--- src/rtl/gen_pkg.sv ---
// Types shared between the turn scheduler and the player logic:
// FSM state encoding, player id type and the neutral player id.
package gen_pkg;

  localparam int GEN_MAX_PLAYER_CNT      = 7;
  localparam int GEN_LOG2_MAX_PLAYER_CNT = $clog2(GEN_MAX_PLAYER_CNT + 1);

  typedef logic [GEN_LOG2_MAX_PLAYER_CNT-1:0] player_t;

  localparam player_t PLAYER_NONE = '0;

  typedef enum logic [1:0] {
    IDLE = 2'd0,
    TURN = 2'd1,
    OVER = 2'd2
  } state_t;

endpackage

--- src/rtl/turn_scheduler_if.sv ---
// Bus between the game-state datapath (master) and the turn scheduler (slave).
interface turn_scheduler_if #(
  parameter int MAX_PLAYER_CNT      = 7,
  parameter int LOG2_MAX_PLAYER_CNT = $clog2(MAX_PLAYER_CNT + 1),
  parameter int LOG2_MAX_ROUND      = 12,
  parameter int TURN_SECONDS        = 10,
  parameter int LOG2_TURN_SECONDS   = $clog2(TURN_SECONDS + 1)
);

  logic                           start;
  logic [MAX_PLAYER_CNT-1:0]      alive_mask;
  logic                           end_turn;
  logic [LOG2_MAX_PLAYER_CNT-1:0] current_player;
  logic [LOG2_MAX_PLAYER_CNT-1:0] next_player;
  logic                           turn_start;
  logic [LOG2_TURN_SECONDS-1:0]   time_left;
  logic [LOG2_MAX_ROUND-1:0]      round;
  logic                           game_over;
  logic [LOG2_MAX_PLAYER_CNT-1:0] winner;

  modport master (
    output start, alive_mask, end_turn,
    input  current_player, next_player, turn_start, time_left, round, game_over, winner
  );

  modport slave (
    input  start, alive_mask, end_turn,
    output current_player, next_player, turn_start, time_left, round, game_over, winner
  );

endinterface

--- src/rtl/turn_scheduler_sec_prescaler.sv ---
// Free-running seconds prescaler: emits a one-cycle tick every TICKS_PER_SEC
// enabled cycles; clear restarts the count from zero.
module sec_prescaler #(
  parameter int TICKS_PER_SEC = 100_000_000
) (
  input  logic clock,
  input  logic reset,
  input  logic clear,
  input  logic enable,
  output logic tick
);

  localparam int            CW   = (TICKS_PER_SEC > 1) ? $clog2(TICKS_PER_SEC) : 1;
  localparam logic [CW-1:0] LAST = CW'(TICKS_PER_SEC - 1);

  logic [CW-1:0] cnt_q, cnt_d;

  always_comb begin
    // NOTE: every always_comb output gets a default first so no latch is inferred.
    cnt_d = cnt_q;
    if (clear) begin
      cnt_d = '0;
    end else if (enable) begin
      cnt_d = (cnt_q == LAST) ? '0 : cnt_q + CW'(1);
    end
  end

  // NOTE: sequential state uses non-blocking assignments only, so all flops
  // sample the same pre-edge values regardless of statement order.
  always_ff @(posedge clock) begin
    if (reset) cnt_q <= '0;
    else       cnt_q <= cnt_d;
  end

  assign tick = enable && (cnt_q == LAST);

endmodule

--- src/rtl/turn_scheduler.sv ---
// Turn sequencer: rotates the turn among alive players, runs the per-turn
// countdown, counts rounds and detects game end by elimination or round limit.
module turn_scheduler #(
  parameter int MAX_PLAYER_CNT      = 7,
  parameter int LOG2_MAX_PLAYER_CNT = $clog2(MAX_PLAYER_CNT + 1),
  parameter int LOG2_MAX_ROUND      = 12,
  parameter int TICKS_PER_SEC       = 100_000_000,
  parameter int TURN_SECONDS        = 10,
  parameter int LOG2_TURN_SECONDS   = $clog2(TURN_SECONDS + 1)
) (
  input  logic             clock,
  input  logic             reset,
  turn_scheduler_if.slave  bus
);

  import gen_pkg::*;

  typedef logic [LOG2_MAX_PLAYER_CNT-1:0] pid_t;
  typedef logic [LOG2_TURN_SECONDS-1:0]   secs_t;
  typedef logic [LOG2_MAX_ROUND-1:0]      round_t;

  localparam pid_t   NONE_ID   = pid_t'(PLAYER_NONE);
  localparam secs_t  TIME_FULL = secs_t'(TURN_SECONDS);
  localparam secs_t  TIME_ONE  = secs_t'(1);
  localparam round_t ROUND_ONE = round_t'(1);
  localparam round_t ROUND_MAX = '1;

  // First alive id scanning from+1..MAX, then 1..from; from=0 yields the lowest alive id.
  function automatic pid_t first_after(input logic [MAX_PLAYER_CNT:0] mask_ext, input pid_t from);
    pid_t id;
    int   cand;
    id = NONE_ID;
    for (int i = MAX_PLAYER_CNT; i >= 1; i--) begin
      cand = ((int'(from) + i - 1) % MAX_PLAYER_CNT) + 1;
      if (mask_ext[pid_t'(cand)]) id = pid_t'(cand);
    end
    return id;
  endfunction

  state_t state_q, state_d;
  pid_t   cur_q, cur_d, winner_q, winner_d;
  secs_t  time_q, time_d;
  round_t round_q, round_d;
  logic   turn_start_q, turn_start_d;

  logic [MAX_PLAYER_CNT:0] alive_ext;
  pid_t scan_next, first_alive;
  logic few_alive, cur_alive, timeout, switch_req, wrap, round_limit;
  logic sec_tick, presc_clear, presc_enable;

  // Bit 0 is a dummy slot so a player id indexes its own alive bit directly.
  assign alive_ext    = {bus.alive_mask, 1'b0};
  assign few_alive    = $countones(bus.alive_mask) <= 1;
  assign cur_alive    = alive_ext[cur_q];
  assign scan_next    = first_after(alive_ext, cur_q);
  assign first_alive  = first_after(alive_ext, NONE_ID);
  assign timeout      = sec_tick && (time_q == TIME_ONE);
  assign switch_req   = (state_q == TURN) && !few_alive && (!cur_alive || bus.end_turn || timeout);
  assign wrap         = scan_next <= cur_q;
  assign round_limit  = round_q == ROUND_MAX;
  assign presc_enable = state_q == TURN;

  sec_prescaler #(
    .TICKS_PER_SEC (TICKS_PER_SEC)
  ) u_prescaler (
    .clock  (clock),
    .reset  (reset),
    .clear  (presc_clear),
    .enable (presc_enable),
    .tick   (sec_tick)
  );

  always_ff @(posedge clock) begin
    if (reset) begin
      state_q      <= IDLE;
      cur_q        <= NONE_ID;
      winner_q     <= NONE_ID;
      time_q       <= '0;
      round_q      <= '0;
      turn_start_q <= 1'b0;
    end else begin
      state_q      <= state_d;
      cur_q        <= cur_d;
      winner_q     <= winner_d;
      time_q       <= time_d;
      round_q      <= round_d;
      turn_start_q <= turn_start_d;
    end
  end

  always_comb begin
    state_d = state_q;
    unique case (state_q)
      IDLE:    if (bus.start) state_d = few_alive ? OVER : TURN;
      TURN:    if (few_alive || (switch_req && wrap && round_limit)) state_d = OVER;
      OVER:    state_d = OVER;
      default: state_d = IDLE;
    endcase
  end

  always_comb begin
    cur_d        = cur_q;
    winner_d     = winner_q;
    time_d       = time_q;
    round_d      = round_q;
    turn_start_d = 1'b0;
    presc_clear  = 1'b0;
    unique case (state_q)
      IDLE: begin
        if (bus.start) begin
          if (few_alive) begin
            winner_d = first_alive;
          end else begin
            cur_d        = first_alive;
            time_d       = TIME_FULL;
            round_d      = ROUND_ONE;
            turn_start_d = 1'b1;
            presc_clear  = 1'b1;
          end
        end
      end
      TURN: begin
        if (few_alive) begin
          winner_d = first_alive;
        end else if (switch_req) begin
          // A wrap out of the last representable round ends the game as a draw.
          if (wrap && round_limit) begin
            winner_d = NONE_ID;
          end else begin
            cur_d        = scan_next;
            time_d       = TIME_FULL;
            turn_start_d = 1'b1;
            presc_clear  = 1'b1;
            if (wrap) round_d = round_q + ROUND_ONE;
          end
        end else if (sec_tick) begin
          time_d = time_q - TIME_ONE;
        end
      end
      default: ;
    endcase
  end

  assign bus.current_player = cur_q;
  assign bus.next_player    = (state_q == TURN) ? scan_next : NONE_ID;
  assign bus.turn_start     = turn_start_q;
  assign bus.time_left      = time_q;
  assign bus.round          = round_q;
  assign bus.game_over      = state_q == OVER;
  assign bus.winner         = winner_q;

endmodule

--- src/flat_wrapper.sv ---
// flat-port wrapper written by rule: the top's interface ports become plain ports
module turn_scheduler_flat import gen_pkg::*;
#(
  parameter int MAX_PLAYER_CNT      = 7,
  parameter int LOG2_MAX_PLAYER_CNT = $clog2(MAX_PLAYER_CNT + 1),
  parameter int LOG2_MAX_ROUND      = 12,
  parameter int TICKS_PER_SEC       = 100_000_000,
  parameter int TURN_SECONDS        = 10,
  parameter int LOG2_TURN_SECONDS   = $clog2(TURN_SECONDS + 1)
)
  (clock, reset, bus_start, bus_alive_mask, bus_end_turn, bus_current_player, bus_next_player, bus_turn_start, bus_time_left, bus_round, bus_game_over, bus_winner);
  turn_scheduler_if #(.MAX_PLAYER_CNT(MAX_PLAYER_CNT), .LOG2_MAX_PLAYER_CNT(LOG2_MAX_PLAYER_CNT), .LOG2_MAX_ROUND(LOG2_MAX_ROUND), .TURN_SECONDS(TURN_SECONDS), .LOG2_TURN_SECONDS(LOG2_TURN_SECONDS)) bus_i ();
  input  logic clock;
  input  logic reset;
  input wire logic [$bits(bus_i.start)-1:0] bus_start;
  input wire logic [$bits(bus_i.alive_mask)-1:0] bus_alive_mask;
  input wire logic [$bits(bus_i.end_turn)-1:0] bus_end_turn;
  output wire logic [$bits(bus_i.current_player)-1:0] bus_current_player;
  output wire logic [$bits(bus_i.next_player)-1:0] bus_next_player;
  output wire logic [$bits(bus_i.turn_start)-1:0] bus_turn_start;
  output wire logic [$bits(bus_i.time_left)-1:0] bus_time_left;
  output wire logic [$bits(bus_i.round)-1:0] bus_round;
  output wire logic [$bits(bus_i.game_over)-1:0] bus_game_over;
  output wire logic [$bits(bus_i.winner)-1:0] bus_winner;
  assign bus_i.start = bus_start;
  assign bus_i.alive_mask = bus_alive_mask;
  assign bus_i.end_turn = bus_end_turn;
  assign bus_current_player = bus_i.current_player;
  assign bus_next_player = bus_i.next_player;
  assign bus_turn_start = bus_i.turn_start;
  assign bus_time_left = bus_i.time_left;
  assign bus_round = bus_i.round;
  assign bus_game_over = bus_i.game_over;
  assign bus_winner = bus_i.winner;
  turn_scheduler #(.MAX_PLAYER_CNT(MAX_PLAYER_CNT), .LOG2_MAX_PLAYER_CNT(LOG2_MAX_PLAYER_CNT), .LOG2_MAX_ROUND(LOG2_MAX_ROUND), .TICKS_PER_SEC(TICKS_PER_SEC), .TURN_SECONDS(TURN_SECONDS), .LOG2_TURN_SECONDS(LOG2_TURN_SECONDS)) u_core (.clock(clock), .reset(reset), .bus(bus_i));
endmodule
--- config.mk ---
export PLATFORM = sky130hd
export DESIGN_NAME = turn_scheduler_flat
export DESIGN_NICKNAME = d
export VERILOG_FILES = /design/src/rtl/gen_pkg.sv /design/src/rtl/turn_scheduler_if.sv /design/src/rtl/turn_scheduler_sec_prescaler.sv /design/src/rtl/turn_scheduler.sv /design/src/flat_wrapper.sv
export SDC_FILE = /design/constraint.sdc
export NUM_CORES = 1
export LEC_CHECK = 0
export BUFFER_PORTS_ARGS = -buffer_cell sky130_fd_sc_hd__buf_4
export CAP_MARGIN = 10
export CORE_ASPECT_RATIO = 0.75
export CORE_MARGIN = 2
export CORE_UTILIZATION = 45
export CTS_CLUSTER_DIAMETER = 40
export DETAILED_ROUTE_END_ITERATION = 8
export SYNTH_ARGS = -nofsm -noshare
export SYNTH_HDL_FRONTEND = slang
export SYNTH_HIERARCHICAL = 1
export SYNTH_SLANG_ARGS = --single-unit
--- constraint.sdc ---
create_clock -name clock -period 13.9 [get_ports clock]
set_input_delay 2.78 -clock clock [delete_from_list [all_inputs] [get_ports clock]]
set_output_delay 2.78 -clock clock [all_outputs]
set_load 0.02 [all_outputs]
==> results of run 1 <==
==> layout make-up <==
class	instances	area [um^2]	area share
well taps	144	180.2	0.03160
clock inverters	2	35.03	0.006144
flip-flops and latches	52	1041	0.1826
multi-input cells	522	3859	0.6768
inverters	42	157.7	0.02765
repair buffers	40	300.3	0.05267
clock buffers	6	128.9	0.02260
==> power by group <==
part | internal [W] | leakage [nW] | switching (W) | total (W)
Combinational | 0.000556 | 1.72 | 0.000776 | 0.00133
Clock | 0.0000848 | 0.0808 | 0.0000543 | 0.000139
Sequential | 0.000165 | 0.421 | 0.0000231 | 0.000188
Total | 0.000806 | 2.22 | 0.000853 | 0.00166
==> cell usage in the layout, fill, tap and decap left out, drive strengths merged, types with 13 or more instances in the layout <==
| cell | count |
|---|---|
| nand2 | 54 |
| inv | 42 |
| nand3 | 13 |
| mux2i | 32 |
| nand4 | 21 |
| a21oi | 35 |
| o21ai | 24 |
| xnor2 | 29 |
| xor2 | 15 |
| nor2 | 55 |
| ha | 38 |
| buf | 40 |
| nor3 | 17 |
| dfxtp | 52 |
==> cell usage after synthesis (all sizes together) (3+ instances only) <==
library cell / number / area share
nor2: 55 / 0.039
nand2: 54 / 0.039
dfxtp: 52 / 0.20
inv: 42 / 0.030
ha: 38 / 0.091
a21oi: 35 / 0.034
mux2i: 32 / 0.061
xnor2: 29 / 0.048
o21ai: 24 / 0.023
nand4: 21 / 0.029
nor3: 17 / 0.016
clkbuf: 15 / 0.019
xor2: 15 / 0.025
nand3: 13 / 0.012
buf: 12 / 0.015
a211oi: 11 / 0.019
nand2b: 11 / 0.013
nor4: 11 / 0.013
a31oi: 9 / 0.011
and2: 9 / 0.011
and3: 9 / 0.011
mux2: 8 / 0.017
nor2b: 8 / 0.0095
or3: 8 / 0.011
a21o: 6 / 0.0088
and4: 6 / 0.010
mux4: 6 / 0.026
o31ai: 6 / 0.0086
a311oi: 5 / 0.013
nand3b: 5 / 0.0072
or4: 5 / 0.0079
a2111oi: 4 / 0.0069
fa: 4 / 0.015
nor3b: 4 / 0.0057
a21boi: 3 / 0.0043
a221oi: 3 / 0.0074
a22oi: 3 / 0.0043
a31o: 3 / 0.0050
o211ai: 3 / 0.0043
o21bai: 3 / 0.0043
==> worst max path at each step <==
stage	from	to	slack (ns)	cells past startpoint
floorplan	u_core/bus.current_player[1]$_SDFFE_PP0P_	bus_next_player[0]	5.96	18
global route	u_core/bus.current_player[1]$_SDFFE_PP0P_	bus_next_player[0]	4.47	18
global placement	u_core/bus.current_player[1]$_SDFFE_PP0P_	bus_next_player[0]	5.70	18
CTS	u_core/bus.current_player[1]$_SDFFE_PP0P_	bus_next_player[0]	5.12	18
detailed placement	u_core/bus.current_player[1]$_SDFFE_PP0P_	bus_next_player[0]	5.50	18
finish	u_core/bus.current_player[1]$_SDFFE_PP0P_	bus_next_player[0]	5.07	18
==> worst max-delay path, delay by kind of cell (launching register included) <==
family                   cells  cell delay [ns]
multiplexers                 3             0.68
AO/OA/AOI/OAI                3             1.07
adder cells (fa/ha/maj)      4             1.35
flip-flops                   1             0.67
AND/OR/NAND/NOR              5             1.23
buffers and inverters        3             0.75
==> flip-flops by register name, indices dropped and copies added (netlist names) <==
signal / cells
u_core/bus.current_player: 3
u_core/bus.round: 12
u_core/bus.time_left: 4
u_core/bus.turn_start: 1
u_core/bus.winner: 3
u_core/state_q: 2
u_core/u_prescaler/cnt_q: 27
==> per-stage QoR <==
stage               power, W  setup WS, ns    util  cells
finish              0.001659         5.065  0.4964    808
CTS                 0.001640         5.120  0.4964    808
global placement    0.001473         5.700  0.4821    800
detailed placement  0.001491         5.499  0.4821    800
floorplan           0.001219         5.962       -    644
global route        0.001817         4.469  0.4964    808
==> metal layers <==
metal  wire (um)  vias up  GRT usage  part of all wire
met5           0        -          0                 0
met1        6732     2324     0.3275              0.50
met3         856       19    0.04075             0.063
met2        5797      151     0.3429              0.43
li1            -     2410          -                 -
met4         157        0    0.04097             0.012
==> cells by family after synthesis <==
family	after synthesis	share of synthesized area
compound gates	141	0.1931
fa+ha+maj	42	0.1060
xor+xnor	44	0.07351
flops	52	0.1986
simple gates	249	0.2587
mux	46	0.1048
buf+inv	70	0.06539
==> metrics.txt, run 1 <==
min-delay src=u_core/u_prescaler/cnt_q[23]$_SDFFE_PP0P_; crit-path cells=inv_1 > ha_1 > ha_1 > ha_1 > nand2b_1 > and3_1 > a311oi_2 > inv_1 > ha_1 > nor2b_1 > a22oi_1 > and2_1 > mux2_2 > a21o_2 > mux2i_1 > mux2i_1 > nor3b_1 > buf_4; detailed-route via count=4,904; unrepaired setup endpoints after global routing=no; Hold Crit Depth=2; hold slack=0.4835 ns; Yosys cell types=94; post-synthesis sequential area ratio=0.1986; H-tree depth=2; DRC viols=0; worst path arrival time=6.05 ns; share of layout cells above drive strength 1=0.1295; post-cts hold buffer count=0; final WL=13.54 mm; Synthesis Warnings=6; Worst R2R Start=u_core/bus.current_player[1]$_SDFFE_PP0P_; main flop type after synthesis=dfxtp_1; row cnt=34; CP max stage delay=0.67 ns; Highest Clock Rate=0.1132 GHz; clk_lat worst skew=0.29 ns; DRT iter0 DRCs=402; clock sinks=52; initial core utilization=0.4564; Final min period=8.835 ns; Reg clk slew, reported paths=0.07 ns; HP Class=reg -> reg; Final Skew=0.008450 ns; setup TNS=0 ns; clk root buf=clkbuf_16; placed wire-length estimate=10.12 mm; Max-slew headroom=0.3715; Mapped Nets=697; Worst Tran Pin Value=0.9427 ns; Clock Path Buffers=2; Syn Area/Cell=8.141 um^2; core area=0.01149 mm^2; Placed Area=0.005538 mm^2; Syn Inst Count=644; I/O pins=38; largest net degree at the start of global routing=37; cell mode on critical path=ha_1; critical path launch point type=flop; worst r2r path cells=27; FFs w/ async S/R, synth=0; Setup Crit Path Kind=reg -> out; vias per cell=6.069; flops & latches, synth=52; Mapped Area=0.005243 mm^2; EDFF count, synth=0; fin. max-slew vios=0; first-pass GRT wire length=22.82 mm; post-route design area=0.005702 mm^2; antenna fix cells=0; Post-CTS Resized=0; Req. time, crit path=11.12 ns; Area growth syn-to-layout=8.759%; Max FO, Critical Path=14; GRT Residual Overflow=0; Die Height=97.48 um; Slowest-stage cell, CP=dfxtp_1; WL/cell=16.76 um; Die Area=0.01254 mm^2; gpl congestion=0.9392; setup slack, reg-to-reg=5.50 ns; final setup vio count=0; peak supply drop=0.0001437 V; count of buffers from port buffering=37; CTS tree=built; fin nets=716; initial antenna violation count=0; final worst-path cycle share=0.6356; status=finished clean; filler cell count=1,097; P_leak=2.224 nW; drt pass-1 iters=5; Hold Vio Cnt, Final=0; CP endpoint kind=output pin; DRT antenna net count=0; Hold EP=u_core/u_prescaler/cnt_q[23]$_SDFFE_PP0P_; TritonCTS Buffers=5; Worst R2R End=u_core/bus.round[9]$_SDFFE_PP0P_; Die Width=128.6 um; cell area power density=291.0 mW/mm^2; max cap viols=0; postcts setup bufs=0; Total Routing Usage GR=0.2226; vias in the first global route=4,670
Note: power is estimated with default switching activity, not from simulation.
==> inputs of run 2 (changes only) <==
==> constraint.sdc (replaced) <==
create_clock -name clock -period 8.2 [get_ports clock]
set_input_delay 1.64 -clock clock [delete_from_list [all_inputs] [get_ports clock]]
set_output_delay 1.64 -clock clock [all_outputs]
set_load 0.02 [all_outputs]
==> run 2 against run 1 <==
  * Clock-buffer cell count unchanged
  * Global-route usage down 0.34 points
  * Sequential cell count is the same
  * Worst setup slack worse by 4.5 ns
  * Critical path depth rose by 11
  * Wire length is 0.98% higher
  * Final area increased by 0.15%
  * Critical endpoint is now u_core/bus.time_left[2]$_SDFFE_PP0P_
  * Largest cell class unchanged
  * Highest routed layer unchanged
==> metrics.txt, run 2 (same netlist as run 1, synthesis figures left out) <==
postcts setup bufs=0 (unchanged); final setup vio count=0 (unchanged); status=finished clean (unchanged); critical path launch point type=flop (unchanged); WL/cell=16.89 um (was 16.76 um); count of buffers from port buffering=37 (unchanged); H-tree depth=2 (unchanged); DRT antenna net count=0 (unchanged); gpl congestion=0.9309 (was 0.9392); largest net degree at the start of global routing=32 (was 37); Clock Path Buffers=2 (unchanged); Post-CTS Resized=0 (unchanged); commonest non-fill, non-tap cell in the layout=nor2_1 (unchanged); GRT Residual Overflow=0 (unchanged); commonest cells after routing, fill and taps aside=nor2_1 (55), nand2_1 (54), dfxtp_1 (51) (was nor2_1 (55), nand2_1 (54), dfxtp_1 (52)); placed wire-length estimate=10.24 mm (was 10.12 mm); share of layout cells above drive strength 1=0.1366 (was 0.1295); Worst Tran Pin Value=0.7979 ns (was 0.9427 ns); CP max stage delay=0.66 ns (was 0.67 ns); post-route design area=0.005710 mm^2 (was 0.005702 mm^2); max cap viols=0 (unchanged); unrepaired setup endpoints after global routing=yes (was no); Die Height=97.48 um (unchanged); fin. max-slew vios=0 (unchanged); CTS tree=built (unchanged); Slowest-stage cell, CP=o41ai_2 (was dfxtp_1); Max FO, Critical Path=14 (unchanged); Final Skew=0.01118 ns (was 0.008450 ns); # placed instances=802 (was 800); clk root buf=clkbuf_16 (unchanged); row cnt=34 (unchanged); Die Width=128.6 um (unchanged); Max-slew headroom=0.4543 (was 0.3715); vias per cell=6.028 (was 6.069); Highest Clock Rate=0.1316 GHz; Placed Area=0.005553 mm^2 (was 0.005538 mm^2); worst path arrival time=7.82 ns (was 6.05 ns); vias in the first global route=4,465 (was 4,670); Final min period=7.597 ns; CP endpoint kind=flop (was output pin); post-cts hold buffer count=0 (unchanged); Die Area=0.01254 mm^2 (unchanged); drt pass-1 iters=5 (unchanged); core area=0.01149 mm^2 (unchanged); cell mode on critical path=ha_1 (unchanged); final worst-path cycle share=0.9265; first-pass GRT wire length=22.45 mm (was 22.82 mm); TritonCTS Buffers=5 (unchanged); I/O pins=38 (unchanged); fin nets=718 (was 716); clock sinks=52 (unchanged); detailed-route via count=4,883 (was 4,904); Largest register FFs=27 (unchanged); Req. time, crit path=8.42 ns (was 11.12 ns); Hold Vio Cnt, Final=0 (unchanged); Total Routing Usage GR=0.2193 (was 0.2226); Reg clk slew, reported paths=0.07 ns (about the same); Setup Crit Path Kind=reg -> reg (was reg -> out); DRT iter0 DRCs=474 (was 402); initial antenna violation count=0 (unchanged); clk_lat worst skew=0.30 ns (was 0.29 ns); antenna fix cells=0 (unchanged); final core occ=0.4972 (was 0.4964); final cell count without fillers=810 (was 808); final WL=13.68 mm (was 13.54 mm); HP Class=reg -> reg (unchanged); DRC viols=0 (unchanged); initial core utilization=0.4564 (unchanged); Area growth syn-to-layout=8.926% (was 8.759%); Largest Register=u_core/u_prescaler/cnt_q (unchanged)
-- run 2: cell count changes in the layout (fill, tap and decap cells not counted) --
cell | previous run | this run
buf_4 | 40 | 42
o41ai_2 | 0 | 1
clkinv_2 | 1 | 0
dfxtp_1 | 52 | 51
a21oi_2 | 1 | 2
dfxtp_2 | 0 | 1
clkinvlp_4 | 0 | 1
clkinv_4 | 0 | 1
a21oi_1 | 34 | 33
bufinv_16 | 1 | 0
o41ai_1 | 2 | 1
-- run 2: per-stage QoR --
stage	TNS (ns)	hold WS, ns	worst slack [ns]
floorplan	0	0.4471	1.310
global placement	0	0.4707	0.7711
detailed placement	0	0.4813	0.3046
CTS	0	0.4951	0.2143
global route	-0.04764	0.5115	-0.03068
finish	0	0.4929	0.6028
-- run 2: worst paths after layout --
path | start | end | slack (ns) | cells past startpoint
setup / recovery | u_core/bus.current_player[1]$_SDFFE_PP0P_ | u_core/bus.time_left[2]$_SDFFE_PP0P_ | 0.60 | 29
hold / removal | u_core/u_prescaler/cnt_q[23]$_SDFFE_PP0P_ | u_core/u_prescaler/cnt_q[23]$_SDFFE_PP0P_ | 0.49 | 2
setup reg to reg | u_core/bus.current_player[1]$_SDFFE_PP0P_ | u_core/bus.time_left[2]$_SDFFE_PP0P_ | 0.60 | 29
hold reg to reg | u_core/u_prescaler/cnt_q[23]$_SDFFE_PP0P_ | u_core/u_prescaler/cnt_q[23]$_SDFFE_PP0P_ | 0.49 | 2
-- run 2: final cells by class --
cell class	instances	area [um^2]
fillers	1100	5776
multi-input cells	522	3870
flip-flops and latches	52	1042
repair buffers	42	315.3
well taps	144	180.2
inverters	42	157.7
clock buffers	6	128.9
clock inverters	2	16.27
-- run 2: metal layers --
layer | routed length (um) | vias to the layer above | GRT usage
met1 | 6964 | 2316 | 0.3361
met2 | 5800 | 138 | 0.3294
met5 | 0 | - | 0
met3 | 809 | 12 | 0.03414
met4 | 102 | 0 | 0.03344
li1 | - | 2417 | -
-- run 2: worst max-delay path: cells and delay by family (launching register included) --
| kind | cells | cell delay, ns |
|---|---|---|
| xor gates and xnor gates | 1 | 0.15 |
| DFF | 1 | 0.50 |
| adders and majority gates | 6 | 1.80 |
| and+or+nand+nor | 9 | 1.87 |
| AOI/OAI and AO/OA | 8 | 2.38 |
| muxes | 1 | 0.37 |
| buffers and inverters | 4 | 0.43 |
Power of run 2 is left out: the tool's default activity adds up to more than one toggle a clock period on the data nets, which glitch-free logic cannot reach.
==> inputs of run 3 (changes only) <==
--- a/config.mk
+++ b/config.mk
@@ -5,6 +5,7 @@
 export SDC_FILE = /design/constraint.sdc
 export NUM_CORES = 1
 export LEC_CHECK = 0
+export ABC_AREA = 1
 export BUFFER_PORTS_ARGS = -buffer_cell sky130_fd_sc_hd__buf_4
 export CAP_MARGIN = 10
 export CORE_ASPECT_RATIO = 0.75
==> run 3 against run 2 <==
  * Clock-buffer cell count is 1 lower
  * Final area is 4.3% lower
  * Via count is 0.20% higher
  * Worst hold slack worse by 0.026 ns
  * Sequential cell count stayed put
  * Area after synthesis is 6.5% lower
==> metrics.txt, run 3 <==
commonest cells after routing, fill and taps aside=nand2_1 (175), inv_1 (96), nor2_1 (90) (was nor2_1 (55), nand2_1 (54), dfxtp_1 (51)); vias per cell=5.250 (was 6.028); stages on the worst setup path=26 (was 29); Synthesis Warnings=6 (unchanged); antenna fix cells=0 (unchanged); detailed-route via count=4,893 (was 4,883); Reg clk slew, reported paths=0.07 ns (about the same); fin nets=848 (was 718); worst path arrival time=4.95 ns (was 7.82 ns); Worst Path Buf+Inv=6 (was 4); Syn Inst Count=756 (was 644); commonest non-fill, non-tap cell in the layout=nand2_1 (was nor2_1); share of layout cells above drive strength 1=0.1709 (was 0.1366); clock sinks=52 (unchanged); Highest Clock Rate=0.1518 GHz (was 0.1316 GHz); Slowest-stage cell, CP=dfxtp_1 (was o41ai_2); Max FO, Critical Path=15 (was 14); Area growth syn-to-layout=11.46% (was 8.926%); Max-slew headroom=0.4743 (was 0.4543); final WL=13.29 mm (was 13.68 mm); DRT iter0 DRCs=446 (was 474); main flop type after synthesis=dfxtp_1 (unchanged); filler cell count=1,041 (was 1,100); count of buffers from port buffering=37 (unchanged); Post-CTS Resized=0 (unchanged); DRC viols=0 (unchanged); first-pass GRT wire length=22.22 mm (was 22.45 mm); HP Class=reg -> reg (unchanged); area leader, netlist=dfxtp_1 (unchanged); gpl congestion=0.9804 (was 0.9309); max cap viols=0 (unchanged); vias in the first global route=4,482 (was 4,465); largest net degree at the start of global routing=18 (was 32); clk_lat worst skew=0.29 ns (was 0.30 ns); multi-input gate area in the final layout=0.003408 mm^2 (was 0.003870 mm^2); Clock Path Buffers=2 (unchanged); drt pass-1 iters=5 (unchanged); Hold Vio Cnt, Final=0 (unchanged); unrepaired setup endpoints after global routing=no (was yes); Mapped Nets=809 (was 697); cell mode on critical path=nand2_1 (was ha_1); Syn Area/Cell=6.486 um^2 (was 8.141 um^2); Total Routing Usage GR=0.2315 (was 0.2193); main area contributors after synthesis=dfxtp_1 (21%), nand2_1 (13%), ha_1 (9.7%) (was dfxtp_1 (20%), ha_1 (9.1%), mux2i_1 (6.1%)); Die Area=0.01176 mm^2 (was 0.01254 mm^2); Yosys cell types=50 (was 94); Req. time, crit path=6.56 ns (was 8.42 ns); status=finished clean (unchanged); GRT Residual Overflow=0 (unchanged); CP endpoint kind=output pin (was flop); final setup vio count=0 (unchanged); initial antenna violation count=0 (unchanged); I/O pins=38 (unchanged); final worst-path cycle share=0.8036 (was 0.9265); Largest register FFs=27 (unchanged); family with the most delay on the worst path=adder cells (was compound AO/OA/AOI/OAI gates); critical path launch point type=flop (unchanged); EDFF count, synth=0 (unchanged); worst r2r path cells=40 (was 29); Die Width=124.5 um (was 128.6 um); H-tree depth=2 (unchanged); Mapped Area=0.004903 mm^2 (was 0.005243 mm^2); Die Height=94.40 um (was 97.48 um); post-synthesis sequential area ratio=0.2123 (was 0.1986); post-cts hold buffer count=0 (unchanged); WL/cell=14.26 um (was 16.89 um); Worst Tran Pin Value=0.7885 ns (was 0.7979 ns); CTS tree=built (unchanged); FFs w/ async S/R, synth=0 (unchanged); Largest Register=u_core/u_prescaler/cnt_q (unchanged); Final min period=6.589 ns (was 7.597 ns); share of the synthesized area in the top cell type=0.2123 (was 0.1986); postcts setup bufs=0 (unchanged); row cnt=32 (was 34); Final Skew=0.007642 ns (was 0.01118 ns); Hold Crit Depth=2 (unchanged); TritonCTS Buffers=5 (unchanged); core area=0.01045 mm^2 (was 0.01149 mm^2); DRT antenna net count=0 (unchanged); placed wire-length estimate=10.49 mm (was 10.24 mm); initial core utilization=0.4692 (was 0.4564); fin. max-slew vios=0 (unchanged); Setup Crit Path Kind=reg -> out (was reg -> reg); Seq. cell area=0.001041 mm^2 (was 0.001042 mm^2); clk root buf=clkbuf_16 (unchanged); CP max stage delay=0.59 ns (was 0.66 ns); synth cell count leaders=nand2_1 (175), inv_1 (96), nor2_1 (90) (was nor2_1 (55), nand2_1 (54), dfxtp_1 (52)); count leader, synth=nand2_1 (was nor2_1); setup TNS=0 ns (unchanged); flops & latches, synth=52 (unchanged)
## run 3: cell types whose count changed after synthesis, moves of 9 or more
cell	delta
nand2_1	+121
inv_1	+55
nand3_1	+46
nor2_1	+35
mux2i_1	-31
nand2_2	+25
xnor2_1	-24
nand4_1	-15
nand2b_1	-11
nor4_1	-11
nor2_2	+10
clkbuf_1	-9
## run 3: cells by family after synthesis
family,Yosys count,share of synthesized area
XOR/XNOR,24,0.04440
adder cells (fa/ha/maj),42,0.1133
flip-flops,52,0.2123
multiplexers,1,0.002041
AO/OA/AOI/OAI,106,0.1294
AND/OR/NAND/NOR,416,0.4060
buffers and inverters,115,0.09262
## run 3: stage by stage
step	instance area [um^2]	util	std cells	hold slack (ns)	setup WS, ns
floorplan	4903	-	756	0.4608	2.686
global placement	5321	0.5092	924	0.4520	2.082
detailed placement	5321	0.5092	924	0.4561	1.827
CTS	5465	0.5230	932	0.4677	1.677
global route	5465	0.5230	932	0.5031	1.022
finish	5465	0.5230	932	0.4665	1.611
## run 3: final timing paths
path	slack (ns)	startpoint	to
max	1.61	u_core/bus.current_player[0]$_SDFFE_PP0P_	bus_next_player[2]
min	0.47	u_core/bus.winner[1]$_SDFFE_PP0P_	u_core/bus.winner[1]$_SDFFE_PP0P_
max reg2reg	1.74	u_core/bus.current_player[0]$_SDFFE_PP0P_	u_core/bus.round[11]$_SDFFE_PP0P_
min reg2reg	0.47	u_core/bus.winner[1]$_SDFFE_PP0P_	u_core/bus.winner[1]$_SDFFE_PP0P_
## run 3: worst reg2reg max path, delay by kind of cell, from the launching register on
kind                     cells  cell delay (ns)
AND/OR/NAND/NOR             22             2.09
flip-flops                   1             0.59
buffers and inverters        7             1.07
AO/OA/AOI/OAI                6             0.95
adder cells (fa/ha/maj)      5             1.67
## run 3: layout make-up
cell class	count	share of cell area
clock buffer	5	0.02289
clock inverter	3	0.003434
inverter	107	0.07349
multi-input combinational	589	0.6236
sequential	52	0.1905
tap	136	0.03114
timing repair buffer	40	0.05495
## run 3: layer usage
| metal | global-route usage | wire length, um | up-vias |
|---|---|---|---|
| li1 | - | - | 2506 |
| met1 | 0.3470 | 6815 | 2217 |
| met2 | 0.3452 | 5300 | 162 |
| met3 | 0.05949 | 1115 | 8 |
| met4 | 0.02154 | 62 | 0 |
| met5 | 0 | 0 | - |
Power of run 3 is left out for the same reason.
